[config.mk]
export PLATFORM = sky130hd
export DESIGN_NAME = evr_action_loader
export DESIGN_NICKNAME = d
export VERILOG_FILES = /design/src/rtl/evr_action_pkg.sv /design/src/rtl/evr_action_loader.sv
export SDC_FILE = /design/constraint.sdc
export NUM_CORES = 1
export LEC_CHECK = 0
export BUFFER_PORTS_ARGS = -buffer_cell sky130_fd_sc_hd__buf_2
export CAP_MARGIN = 20
export CORE_MARGIN = 2
export CORE_UTILIZATION = 43
export CTS_CLUSTER_DIAMETER = 100
export DETAILED_ROUTE_END_ITERATION = 8
export HOLD_SLACK_MARGIN = 0.06
export PLACE_DENSITY = 0.8
export SLEW_MARGIN = 25
export SYNTH_ARGS = -nofsm -noshare
export SYNTH_HDL_FRONTEND = slang
export SYNTH_SLANG_ARGS = --single-unit
[constraint.sdc]
create_clock -name sysClk -period 2.1 [get_ports sysClk]
set_input_delay 0.315 -clock sysClk [delete_from_list [all_inputs] [get_ports sysClk]]
set_output_delay 0.315 -clock sysClk [all_outputs]
set_load 0.02 [all_outputs]
[src/rtl/evr_action_pkg.sv]
// Shared constants and types for the EVR action-RAM loader.
package evr_action_pkg;

    typedef enum logic [1:0] {
        OP_WRITE = 2'b00,
        OP_CLEAR = 2'b01,
        OP_FILL  = 2'b10,
        OP_ACK   = 2'b11
    } opcode_t;

    typedef enum logic [1:0] {
        IDLE,
        SINGLE,
        SWEEP
    } state_t;

    localparam int unsigned ACTION_RAM_DEPTH = 256;
    localparam int unsigned STATUS_BUSY      = 31;
    localparam int unsigned STATUS_OVERRUN   = 30;
    localparam logic [7:0]  LAST_ADDR        = 8'(ACTION_RAM_DEPTH - 1);

endpackage

[src/rtl/evr_action_loader.sv]
// Loads the EVR action RAM from CSR commands: single writes, CLEAR/FILL sweeps
// over all entries, and an automatic CLEAR sweep after every reset.
module evr_action_loader
    import evr_action_pkg::*;
#(
    parameter int ACTION_RAM_WIDTH = 8
) (
    input  logic                        sysClk,
    input  logic                        sysResetN,
    input  logic                        sysCsrStrobe,
    input  logic [31:0]                 GPIO_OUT,
    output logic [31:0]                 status,
    output logic                        sysActionWriteEnable,
    output logic [7:0]                  sysActionAddress,
    output logic [ACTION_RAM_WIDTH-1:0] sysActionData
);

    state_t  state;
    logic    overrun;
    logic    busy;
    opcode_t op;
    logic    unused_bits;

    assign busy        = (state != IDLE);
    assign op          = opcode_t'(GPIO_OUT[31:30]);
    assign unused_bits = &{1'b0, GPIO_OUT};

    always_comb begin
        status                 = '0;
        status[STATUS_BUSY]    = busy;
        status[STATUS_OVERRUN] = overrun;
        status[7:0]            = sysActionAddress;
    end

    always_ff @(posedge sysClk or negedge sysResetN) begin
        if (!sysResetN) begin
            // Reset parks in SWEEP with WE low: the armed initial CLEAR.
            state                <= SWEEP;
            sysActionWriteEnable <= 1'b0;
            sysActionAddress     <= '0;
            sysActionData        <= '0;
            overrun              <= 1'b0;
        end else begin
            if (sysCsrStrobe) begin
                if (op == OP_ACK) begin
                    overrun <= 1'b0;
                end else if (busy) begin
                    overrun <= 1'b1;
                end
            end

            case (state)
                IDLE: begin
                    if (sysCsrStrobe) begin
                        case (op)
                            OP_WRITE: begin
                                state                <= SINGLE;
                                sysActionWriteEnable <= 1'b1;
                                sysActionAddress     <= GPIO_OUT[23:16];
                                sysActionData        <= GPIO_OUT[ACTION_RAM_WIDTH-1:0];
                            end
                            OP_CLEAR: begin
                                state                <= SWEEP;
                                sysActionWriteEnable <= 1'b1;
                                sysActionAddress     <= '0;
                                sysActionData        <= '0;
                            end
                            OP_FILL: begin
                                state                <= SWEEP;
                                sysActionWriteEnable <= 1'b1;
                                sysActionAddress     <= '0;
                                sysActionData        <= GPIO_OUT[ACTION_RAM_WIDTH-1:0];
                            end
                            default: ;
                        endcase
                    end
                end
                SINGLE: begin
                    state                <= IDLE;
                    sysActionWriteEnable <= 1'b0;
                end
                SWEEP: begin
                    if (!sysActionWriteEnable) begin
                        sysActionWriteEnable <= 1'b1;
                        sysActionAddress     <= '0;
                    end else if (sysActionAddress == LAST_ADDR) begin
                        state                <= IDLE;
                        sysActionWriteEnable <= 1'b0;
                    end else begin
                        sysActionAddress <= sysActionAddress + 8'd1;
                    end
                end
                default: begin
                    state                <= IDLE;
                    sysActionWriteEnable <= 1'b0;
                end
            endcase
        end
    end

endmodule

==> flow_summary.toml <==
[floorplanning]
die_w_um = 60.9
rows = 20
die_h_um = 60.9
die_area_sq_mm = 0.00371
ios = 84
core_area_sq_mm = 0.00308
initial_core_util_pct = 45.2

[drt]
drtIter0Drc = 51
drc_errors = 0
vias = 1178
wl_per_cell_um = 12.0
finalWirelength_um = 2870
drt-pass1-iter-count = 4
avgViaCountPerCell = 4.93
ant_nets = 0

[run]
maxCapViolCount = 0

[min_path]
hp-start = "GPIO_OUT[6]"
hold-path-cell-count = 3
min_to = "sysActionData[6]"
hp-class = "primary input to flop"

[critical_path]
slowest_stage = "dfrtp_1"
regToRegStartpoint = "sysActionAddress[0]"
crit_chain = "ha_1 > nand4_1 > o21a_1 > o21ai_0 > o22ai_1"
cp-end-kind = "flop"
cp.required_ns = 2.30
crit_path_start_kind = "flop"
slowest_delay_ns = 0.50
rrSetupSlack_ns = 0.30
r2r-end = "sysActionAddress[5]"
critPathMaxFanout = 8
path_class = "flop to flop"
critical-path-top-delay-family = "compound AO/OA/AOI/OAI gates"
cp.buffers_inverters = 0
ff2ff_path_depth = 5
critPathArrivalTime_ns = 1.99

[timing]
finalHoldViolations = 0
finalSetupTns_ns = 0
fin_skew_ns = 0.00622
finalHoldWorstSlack_ns = 0.230
fin_crit_ns = 1.80
drv_slew = 0
relSlewSlack_pct = 64.0
finalCritPeriodShare_pct = 85.7
worst_slew_pin_slew_ns = 0.538
fmax_mhz = 556
setup_viol = 0
rsz0062_at_grt = "false"

[logic_synthesis]
syn_area_per_cell_sq_um = 8.87
synth_edf_count = 0
synthCells = 157
ys.flop_type = "dfrtp_1"
synth_top_area_share_pct = 34.1
synth_area_sq_mm = 0.00139
synth_area_leaders = "dfrtp_1 (34%), buf_4 (18%), nand2_1 (5.1%)"
ys_seq_area_share_pct = 36.0
synth-async-reset-ratio_pct = 100
synth.distinct_cells = 37
synth_top_area_cell = "dfrtp_1"
yosys_warnings = 0
synth-seq-cells = 20

[grt]
top_usage_layer = "met2"
grt_usage_pct = 16.2
grt_pass1_wl_um = 4540
grt_max_degree = 21
grt_use_met3_pct = 1.28
antenna_found_initial = 0
overflow = 0
grt_pass1_vias = 1015
use_met2_pct = 26.1
met1_usage_pct = 22.0

[cts]
cts_tree = "built"
htree_levels = 1
cts_num_sinks = 20
clock-root-buffer = "clkbuf_4"
clk_latency_ns = 0.31
cts_buffers = 3
clk_pin_slew_worst_paths_ns = 0.13
clock_path_buffers = 2

[layout]
final_layout_size_suffix_gt1_share_pct = 30.8
diodes = 0
nets = 236
area_growth_pct = 12.1

[power]
p_per_area_mw_per_mm2 = 1140
leakage_nw = 0.790
irDropWorstVdd_uv = 387

[placement]
hpwl_um = 2140
port_buffers = 47
gp_congestion = 0.822

[status]
outcome = "completed"
kinds of logic after synthesis:
kind of cell	after synthesis	synth area share (%)
muxes	2	1.62
buffers and inverters	45	22.1
DFF	20	36.0
and+or+nand+nor	40	14.7
AOI/OAI and AO/OA	44	20.8
other	1	0.269
adders and majority gates	5	4.49
cell usage after synthesis (all sizes together), types with 3 or more instances:
cell,count
buf,36
nand2,19
o21a,4
nand4,3
o21ai,14
nand3b,3
dfrtp,19
a21oi,11
inv,8
o2bb2ai,3
nand3,3
ha,5
nor2,3
power by group:
group	total (mW)	internal, mW	switching (mW)	leakage (nW)
Sequential	0.640	0.484	0.156	0.253
Clock	0.324	0.193	0.131	0.0279
Combinational	0.813	0.316	0.497	0.510
Total	1.78	0.993	0.784	0.790
sequential cells by signal (all words and copies together), names as in the netlist:
| signal | cells |
|---|---|
| sysActionWriteEnable | 1 |
| overrun | 1 |
| sysActionAddress | 8 |
| sysActionData | 8 |
| state | 2 |
through the flow:
step	worst slack, ns	cell area [sq um]	util (%)	cells	power [mW]
floorplan	0.446	1470	-	178	1.33
global placement	0.346	1500	48.7	234	1.44
detailed placement	0.323	1500	48.7	234	1.45
CTS	0.352	1560	50.7	239	1.78
global route	0.208	1560	50.7	239	1.89
finish	0.301	1560	50.7	239	1.78
area by class of cell:
cell class / instances / area (sq um)
Clock buffer: 3 / 22.5
Tap cell: 44 / 55.1
Sequential cell: 20 / 502
Inverter: 8 / 30.0
Fill cell: 315 / 1520
Timing Repair Buffer: 50 / 260
Multi-Input combinational cell: 113 / 662
Clock inverter: 1 / 30.0
metal layers:
| layer | wire [um] | part of all wire (%) |
|---|---|---|
| met1 | 1200 | 42 |
| met2 | 1380 | 48 |
| met3 | 240 | 8.4 |
| met4 | 51 | 1.8 |
| met5 | 0 | 0 |
worst register-to-register path, stage by stage (launching register included):
cell and delay [ns]:
dfrtp_1 0.50, ha_1 0.26, nand4_1 0.15, o21a_1 0.26, o21ai_0 0.36, o22ai_1 0.15
cell usage in the layout (no fill, tap or decap), types with 2 or more instances in the layout:
master,count
dfrtp_1,19
nor4_1,2
clkbuf_4,3
nand4_1,3
nand2_1,19
o21a_1,4
o22ai_1,2
nand3_1,3
ha_1,5
inv_1,8
a22o_1,2
buf_4,2
o2bb2ai_1,3
conb_1,22
a21oi_1,10
nand3b_1,3
a32o_1,2
a221o_1,2
buf_2,47
mux2_2,2
o21ai_0,13
nor2_1,3
worst max-delay path by stage:
stage                              startpoint                   to  slack, ns  cells past startpoint
after CTS                 sysActionAddress[0]  sysActionAddress[5]       0.35                      5
final                     sysActionAddress[0]  sysActionAddress[5]       0.30                      5
after floorplan           sysActionAddress[0]  sysActionAddress[0]       0.45                      5
after detailed placement         GPIO_OUT[30]  sysActionAddress[2]       0.32                      7
after global placement           GPIO_OUT[30]  sysActionAddress[2]       0.35                      7
after global routing      sysActionAddress[0]  sysActionAddress[5]       0.21                      5
timing repair:
action / CTS / global route
hold buffers: 1 / 0
resized for setup: 0 / 0
hold endpoints to repair: 19 / 0
buffers inserted: 0 / 0
(Power assumes the default switching activity.)
